### src/rtl/btn_probe_pkg.sv
// Shared definitions for the button debounce / LED toggle probe source.
//   - db_state_e  : debounce FSM state encoding
//   - db_cycles() : stable-time length in clock cycles from clock rate and ms
//   - PRESS_CNT_W : width of the debounced press counter
package btn_probe_pkg;

  typedef enum logic [1:0] {
    REL    = 2'd0,
    WAIT_P = 2'd1,
    PRS    = 2'd2,
    WAIT_R = 2'd3
  } db_state_e;

  localparam int PRESS_CNT_W = 8;

  // Computed in 64 bits so large clock rates do not overflow; a zero result is
  // clamped to one cycle so the counter always has something to count.
  function automatic int db_cycles(input int clk_hz, input int debounce_ms);
    longint c;
    c = (longint'(clk_hz) * longint'(debounce_ms)) / 64'sd1000;
    if (c < 1) c = 1;
    return int'(c);
  endfunction

endpackage

### src/rtl/btn_debounce.sv
// Button synchroniser and debouncer.
//   i_clk    : system clock
//   i_rst_n  : synchronous reset, active-low
//   i_btn    : raw asynchronous button pin
//   o_btn    : debounced level, active-high (1 = pressed)
//
// state  | meaning
// REL    | released, waiting for a pressed sample
// WAIT_P | pressed samples seen, counting stable time
// PRS    | pressed, waiting for a released sample
// WAIT_R | released samples seen, counting stable time
module btn_debounce
  import btn_probe_pkg::*;
#(
  parameter int DB_CYCLES      = 4,
  parameter int SYNC_STAGES    = 2,
  parameter int BTN_ACTIVE_LOW = 1
) (
  input  logic i_clk,
  input  logic i_rst_n,
  input  logic i_btn,
  output logic o_btn
);

  localparam int               CNT_W        = $clog2(DB_CYCLES + 1);
  localparam logic             RAW_RELEASED = (BTN_ACTIVE_LOW != 0);
  localparam logic [CNT_W-1:0] CNT_MAX      = CNT_W'(DB_CYCLES);
  localparam logic [CNT_W-1:0] CNT_ONE      = CNT_W'(1);

  logic [SYNC_STAGES-1:0] r_sync;
  logic                   w_s;
  db_state_e              r_state;
  db_state_e              w_state_nxt;
  logic [CNT_W-1:0]       r_cnt;
  logic [CNT_W-1:0]       w_cnt_nxt;
  logic                   r_btn;
  logic                   w_btn_nxt;

  // Reset preloads the chain with the released pin level so leaving reset
  // never looks like an edge.
  always_ff @(posedge i_clk) begin
    if (!i_rst_n) r_sync <= {SYNC_STAGES{RAW_RELEASED}};
    else          r_sync <= {r_sync[SYNC_STAGES-2:0], i_btn};
  end

  // XOR with the released level normalises to active-high.
  assign w_s = r_sync[SYNC_STAGES-1] ^ RAW_RELEASED;

  always_ff @(posedge i_clk) begin
    if (!i_rst_n) begin
      r_state <= REL;
      r_cnt   <= '0;
      r_btn   <= 1'b0;
    end else begin
      r_state <= w_state_nxt;
      r_cnt   <= w_cnt_nxt;
      r_btn   <= w_btn_nxt;
    end
  end

  always_comb begin
    w_state_nxt = r_state;
    w_cnt_nxt   = r_cnt;
    w_btn_nxt   = r_btn;
    unique case (r_state)
      REL: begin
        if (w_s) begin
          w_state_nxt = WAIT_P;
          w_cnt_nxt   = CNT_ONE;
        end
      end
      WAIT_P: begin
        if (!w_s) begin
          w_state_nxt = REL;
          w_cnt_nxt   = '0;
        end else if (r_cnt == CNT_MAX) begin
          w_state_nxt = PRS;
          w_cnt_nxt   = '0;
          w_btn_nxt   = 1'b1;
        end else begin
          w_cnt_nxt = r_cnt + CNT_ONE;
        end
      end
      PRS: begin
        if (!w_s) begin
          w_state_nxt = WAIT_R;
          w_cnt_nxt   = CNT_ONE;
        end
      end
      WAIT_R: begin
        if (w_s) begin
          w_state_nxt = PRS;
          w_cnt_nxt   = '0;
        end else if (r_cnt == CNT_MAX) begin
          w_state_nxt = REL;
          w_cnt_nxt   = '0;
          w_btn_nxt   = 1'b0;
        end else begin
          w_cnt_nxt = r_cnt + CNT_ONE;
        end
      end
      default: begin
        w_state_nxt = REL;
        w_cnt_nxt   = '0;
        w_btn_nxt   = 1'b0;
      end
    endcase
  end

  assign o_btn = r_btn;

endmodule

### src/rtl/btn_debounce_toggle.sv
// Probe source stage: debounced button, press strobe, LED toggle, press
// counter and held-off analyser trigger.
//   i_clk       : system clock
//   i_rst_n     : synchronous reset, active-low
//   i_btn       : raw asynchronous button pin
//   o_btn       : debounced level, active-high
//   o_btn_old   : o_btn delayed one cycle
//   o_led       : LED drive, toggles once per debounced press
//   o_trigger   : one-cycle analyser trigger pulse
//   o_press_cnt : debounced press count, wraps
module btn_debounce_toggle
  import btn_probe_pkg::*;
#(
  parameter int CLK_HZ         = 27_000_000,
  parameter int DEBOUNCE_MS    = 10,
  parameter int SYNC_STAGES    = 2,
  parameter int BTN_ACTIVE_LOW = 1,
  parameter int TRIG_HOLDOFF   = 16
) (
  input  logic                   i_clk,
  input  logic                   i_rst_n,
  input  logic                   i_btn,
  output logic                   o_btn,
  output logic                   o_btn_old,
  output logic                   o_led,
  output logic                   o_trigger,
  output logic [PRESS_CNT_W-1:0] o_press_cnt
);

  localparam int DB_CYCLES = db_cycles(CLK_HZ, DEBOUNCE_MS);
  // Keep at least one bit so TRIG_HOLDOFF=0 still elaborates.
  localparam int HOLD_W    = (TRIG_HOLDOFF < 1) ? 1 : $clog2(TRIG_HOLDOFF + 1);

  logic                   w_btn;
  logic                   w_press;
  logic                   w_trig;
  logic                   r_btn_old;
  logic                   r_led;
  logic                   r_trigger;
  logic [PRESS_CNT_W-1:0] r_press_cnt;
  logic [HOLD_W-1:0]      r_hold;

  btn_debounce #(
    .DB_CYCLES      (DB_CYCLES),
    .SYNC_STAGES    (SYNC_STAGES),
    .BTN_ACTIVE_LOW (BTN_ACTIVE_LOW)
  ) u_debounce (
    .i_clk   (i_clk),
    .i_rst_n (i_rst_n),
    .i_btn   (i_btn),
    .o_btn   (w_btn)
  );

  assign w_press = w_btn & ~r_btn_old;
  assign w_trig  = w_press & (r_hold == '0);

  always_ff @(posedge i_clk) begin
    if (!i_rst_n) begin
      r_btn_old   <= 1'b0;
      r_led       <= 1'b0;
      r_trigger   <= 1'b0;
      r_press_cnt <= '0;
      r_hold      <= '0;
    end else begin
      r_btn_old <= w_btn;
      r_trigger <= w_trig;
      if (w_press) begin
        r_led       <= ~r_led;
        r_press_cnt <= r_press_cnt + PRESS_CNT_W'(1);
      end
      // Presses inside the hold-off window still toggle and count.
      if (w_trig)            r_hold <= HOLD_W'(TRIG_HOLDOFF);
      else if (r_hold != '0) r_hold <= r_hold - HOLD_W'(1);
    end
  end

  assign o_btn       = w_btn;
  assign o_btn_old   = r_btn_old;
  assign o_led       = r_led;
  assign o_trigger   = r_trigger;
  assign o_press_cnt = r_press_cnt;

endmodule

### config.mk
export PLATFORM = sky130hd
export DESIGN_NAME = btn_debounce_toggle
export DESIGN_NICKNAME = d
export VERILOG_FILES = /design/src/rtl/btn_probe_pkg.sv /design/src/rtl/btn_debounce.sv /design/src/rtl/btn_debounce_toggle.sv
export SDC_FILE = /design/constraint.sdc
export NUM_CORES = 1
export LEC_CHECK = 0
export BUFFER_PORTS_ARGS = -buffer_cell sky130_fd_sc_hd__buf_2
export CAP_MARGIN = 20
export CORE_UTILIZATION = 50
export DETAILED_ROUTE_END_ITERATION = 16
export GPL_ROUTABILITY_DRIVEN = 0
export PLACE_DENSITY = 0.74
export SLEW_MARGIN = 20
export SYNTH_ARGS = -nofsm -noshare
export SYNTH_HDL_FRONTEND = slang
export SYNTH_SLANG_ARGS = --single-unit
### constraint.sdc
create_clock -name i_clk -period 2.5 [get_ports i_clk]
set_input_delay 0 -clock i_clk [delete_from_list [all_inputs] [get_ports i_clk]]
set_output_delay 0 -clock i_clk [all_outputs]
set_load 0.03 [all_outputs]
== Word level (Yosys, flattened, before mapping) ==
Index checks and enable logic that the tools add are counted.

* RAM bits: 0
* Register bits after elaboration: 40
* Memories kept: 0
* Word-level logic and storage cells: 59
* Bits in latches: 0
* ROM bits: 0
* Output and inout bits: 12
* Input port bits: 3

* Reductions and logical operators: 9
* Muxes and demuxes: 20
* Divide/modulo/power cells: 0
* Bitwise gates (word level): 5
* Shift operators: 0
* Order comparisons: 0
* Equal/unequal tests: 12
* Add/subtract/negate cells: 3
* Multiply operators: 0

{| class="wikitable"
|+ Operators by type and width
! cell !! number
|-
| $mux 19 || 5
|-
| $pmux 19 s4 || 1
|-
| $add 19x1->19 const B || 1
|-
| $eq 19x19->1 const B || 1
|-
| $mux 2 || 6
|-
| $mux 5 || 2
|-
| $add 8x1->8 const B || 1
|-
| $ne 2x1->1 const B || 4
|-
| $pmux 2 s4 || 1
|-
| $logic_not 5->1 || 1
|-
| $reduce_and 5->1 || 1
|-
| $reduce_bool 5->1 || 1
|-
| $sub 5x1->5 const B || 1
|-
| $eq 2x2->1 const B || 2
|-
| $mux 1 || 4
|-
| $ne 2x2->1 const B || 2
|-
| $reduce_and 4->1 || 1
|-
| $reduce_bool 2->1 || 2
|-
| $ne 3x1->1 const B || 1
|-
| $ne 3x3->1 const B || 1
|-
| $not 1->1 || 3
|-
| $and 1x1->1 || 2
|-
| $eq 2x1->1 const B || 1
|-
| $logic_not 2->1 || 1
|-
| 3 further kinds || 3
|}

== Depth between registers and ports, before layout ==
* Depth in word-level cells: 4
* Depth in mapped cells: 8
* Depth with buffers taken out: 7

== By module ==
From an unflattened synthesis, not the netlist that was laid out.

* Cells, all modules: 228
* Area, all modules: 1939.4 um^2

{| class="wikitable"
|+ Modules (own cells, without submodules)
! module !! cells an instance !! sequential area each (um^2) !! area an instance (um^2) !! instances
|-
| btn_debounce || 151 || 480.5 || 1252.5 || 1
|-
| btn_debounce_toggle || 77 || 320.3 || 686.9 || 1
|}

== Least setup slack after synthesis ==
Ideal clock, no wire load.

* Kind: register to register
* From: reg u_debounce.r_cnt[0]
* To: reg u_debounce.r_cnt[7]
* Period minus slack after synthesis: 1.750 ns
* Cell stages (with the launch flop): 9
* Required time: 2.438 ns
* Setup slack: 0.750 ns
* Buffers on the path: 1
* Setup time: 0.062 ns
* Arrival time: 1.688 ns
* Cell sequence: dfxtp_1 -> inv_1 -> ha_1 -> and4bb_1 -> and4_4 -> a21o_4 -> buf_6 -> or3_1 -> nand3_1

* Cells in the longest elaborated chain, start to end: 4
* Elaborated cells between the ends (all ways): 6
* Classes of those cells: add/sub (1); eq/ne (1); mux (4)

{| class="wikitable"
|+ Ends and longest elaborated chain
! element !! RTL line !! text
|-
| start, declared || btn_debounce.sv:34 || <nowiki>logic [CNT_W-1:0] r_cnt;</nowiki>
|-
| start signal, assigned || btn_debounce.sv:56 || <nowiki>r_cnt <= w_cnt_nxt;</nowiki>
|-
| $add 19x1->19 or $eq 19x19->1 (tied branches) || - ||
|-
| $mux 19 * || btn_debounce.sv:76, btn_debounce.sv:94 ||
|-
| $mux 19, on equally long branches || btn_debounce.sv:91, btn_debounce.sv:73 ||
|-
| $pmux 19 s4 * || btn_debounce.sv:65 || <nowiki>unique case (r_state)</nowiki>
|}

Mark *: on every way between the ends. The rest lies on a longest branch, timed or not.
A chain may end at the register's enable or synchronous reset.

== Final worst setup path ==
* From: reg u_debounce.r_cnt[0]
* To: reg u_debounce.r_cnt[14]

The elaborated chain is that of the path after synthesis.

==> out/summary.txt <==
Cell Rows: 22
Gr ovfl total: 0
CP Depth: 6
Wirelength per Cell: 12.8 um
Synthesis warning total: 0
Post-synthesis mux area share: 1.00%
Clock Skew: 0.00497 ns
First-pass GRT wire length: 6.61 mm
Post-DR vias/cell: 5.59
Num ports: 15
Iter 0 DRT Violations: 99
Area delta synth->final: 8.69%
Startpoint types: flop
Outcome: completed
Max frequency: 0.512 GHz
Final nets: 265
Die Width: 65.3 um
CP endpoint: u_debounce.r_cnt[14]
Slew @ Worst Pin: 0.645 ns
CP max FO: 5
Drt pass-1 iters: 4
Maxcap violations: 0
Post-Synthesis Cells: 239
Crit-path cells: ha_1 -> nand4_1 -> nor3_1 -> nand3_1 -> and3_1 -> a211o_1
Crit end category: flop
Delay-heaviest family, CP: simple AND/OR/NAND/NOR gates
Final Setup Violations: 0
Critical-path top delay cell: nor3_1
Synth Area in XOR/XNOR: 4.75%
GRT Util Overall: 20.5%
Vias in the first global route: 1470
Post-DRT Antenna Nets: 0
CP peak stage delay: 0.45 ns
Pre-CTS WS: 0.582 ns
Yosys cell types: 46
Initial Util: 53.5%
Synthesized cell area: 2000 um^2
CTS tree: built
Largest family of logic cells by synthesized area: simple AND/OR/NAND/NOR gates
Synth Area in Compound Gates: 12.0%
Design area: 2180 um^2
Tcrit/Tclk final: 78.1%
Synth async-reset ratio: 0%
Reg clk slew, reported paths: 0.07 ns
Chip Height: 65.3 um
Min-Delay Path Class: in -> reg
Synthesized net count: 247
Min-Delay Path Depth: 2
Slack of the critical path: 0.547 ns
Die area: 4260 um^2
Antenna diode instance count: 0
Fillers: 345
Largest net degree at the start of global routing: 17
Worst vdd rail ir drop: 351 uV
Dominant synthesized flop cell: dfxtp_1
Post-Route M1 WL: 1.93 mm
Seq cells post-synth: 40
RR Startpoint: u_debounce.r_cnt[0]
CP required: 2.69 ns
Num Clock Sinks: 40
Post-DP HPWL: 2.79 mm
RSZ-0062 raised after global routing: false
Worst skew pair latency: 0.29 ns
Clock root cell: clkbuf_8
Initial antenna violation count: 0
Final hold vios: 0
Register area share after synthesis: 40.0%
Via count: 1706
Met3 WL post-DR: 178 um
FF-to-FF End: u_debounce.r_cnt[14]
Placement Cell Area: 2080 um^2
R2R Setup Slk: 0.55 ns
Post-synthesis average cell area: 8.38 um^2
Worst setup startpoint: u_debounce.r_cnt[0]
PortBufs: 14
Ratio of cells with drive above 1 in the final layout: 15.2%
Rel. slew slack: 57.0%
TritonCTS Buffers: 5
Core ar.: 3740 um^2
Post-CTS Setup Bufs: 0
Cts hold-fix bufs: 1
# DRC: 0
WP data arrival: 2.14 ns
Post-layout min period: 1.95 ns
PwrDens: 637 nW/um^2
Setup total negative slack: 0 ns
Number of H-tree levels: 2
Deepest clock path buffer count: 2
WP buf/inv: 0
LEAKAGE: 0.828 nW
Worst R2R Path Depth: 6
EDFF count, synth: 0
Kind of critical path: reg -> reg
Met2 WL: 1.73 mm
Max-slew violations: 0
Total Wirelength: 3.90 mm
Top sig layer: met4
Post-synthesis simple-gate area fraction: 32.2%
Cts repair resizes: 0
Post-Synth Adder-Cell Area: 3.13%
sequential cells by signal (all words and copies together), names as in the netlist, named ones only:
signal / flops
u_debounce.r_cnt: 19
o_press_cnt: 8
r_hold: 5
u_debounce.r_sync: 2
o_btn_old: 1
o_led: 1
o_trigger: 1
u_debounce.o_btn: 1
u_debounce.r_state: 1
metrics by stage:
step | util, % | hold slack (ns) | cells | power (mW)
2_1_floorplan | - | 0.101 | 239 | 0.929
3_3_place_gp | 55.7 | 0.180 | 297 | 0.987
3_5_place_dp | 55.7 | 0.185 | 297 | 0.995
4_1_cts | 58.1 | 0.00000741 | 305 | 1.41
5_1_grt | 58.1 | 0.0215 | 305 | 1.47
6_report | 58.1 | 0.0120 | 305 | 1.39
final cells by class:
type,instances,area (um^2),share of cell area (%)
clock buffers,5,68.8,3.16
multi-input cells,176,1060,48.9
flip-flops and latches,40,801,36.8
well taps,48,60.1,2.76
clock inverters,2,12.5,0.575
inverters,14,52.6,2.42
repair buffers,20,118,5.41
worst min-delay path by stage:
stage | from | end | slack [ns]
2_1_floorplan | i_btn | u_debounce.r_sync[0] | 0.10
3_3_place_gp | i_btn | u_debounce.r_sync[0] | 0.18
3_5_place_dp | i_btn | u_debounce.r_sync[0] | 0.19
4_1_cts | i_rst_n | u_debounce.r_sync[0] | 0.000007
5_1_grt | i_rst_n | u_debounce.r_sync[1] | 0.02
6_report | i_rst_n | u_debounce.r_sync[0] | 0.01
cells by family after synthesis:
group	Yosys count
xor+xnor	10
buf+inv	23
compound gates	38
mux	2
fa+ha+maj	5
flops	40
simple gates	121
cell usage in the layout (no fill, tap or decap), types with 3 or more instances in the layout:
cell type	synthesis	final
buf_4	1	5
nor2_1	19	19
a211o_1	3	3
nand2b_1	4	4
nand4_1	10	10
xor2_1	5	5
nor3_1	9	9
a21oi_1	13	13
clkbuf_8	0	5
or3_2	4	4
nand2_1	24	24
ha_1	5	5
nand3_1	24	24
or3_1	7	7
o21ai_0	10	10
buf_2	3	14
dfxtp_1	40	40
and3_1	6	6
xnor2_1	4	4
inv_1	13	13
where the power goes:
group | leakage (nW) | internal, mW | switching (mW)
clock network | 0.0400 | 0.189 | 0.217
logic | 0.464 | 0.128 | 0.138
registers | 0.325 | 0.679 | 0.0349
Yosys cell counts, types with 2 or more instances:
master	n	area, um^2
a211o_1	3	26.3
a21oi_1	13	65.1
a2bb2oi_1	2	17.5
a31oi_1	2	12.5
and3_1	6	37.5
buf_2	3	15.0
buf_6	2	22.5
clkbuf_1	2	7.51
dfxtp_1	40	801
ha_1	5	62.6
inv_1	13	48.8
mux2i_1	2	20.0
nand2_1	24	90.1
nand2b_1	4	25.0
nand3_1	24	120
nand4_1	10	62.6
nor2_1	19	71.3
nor3_1	9	45.0
nor4_1	2	12.5
nor4b_1	2	17.5
o21ai_0	10	50.1
or2_2	2	12.5
or3_1	7	43.8
or3_2	4	30.0
xnor2_1	4	35.0
xor2_1	5	43.8
metal layers:
layer | vias to the layer above | global-route usage (%)
li1 | 888 | -
met4 | 0 | 11.4
met2 | 32 | 30.4
met1 | 782 | 26.4
met3 | 4 | 5.90
met5 | - | 0
No activity file was read; power rests on OpenSTA's default activity.
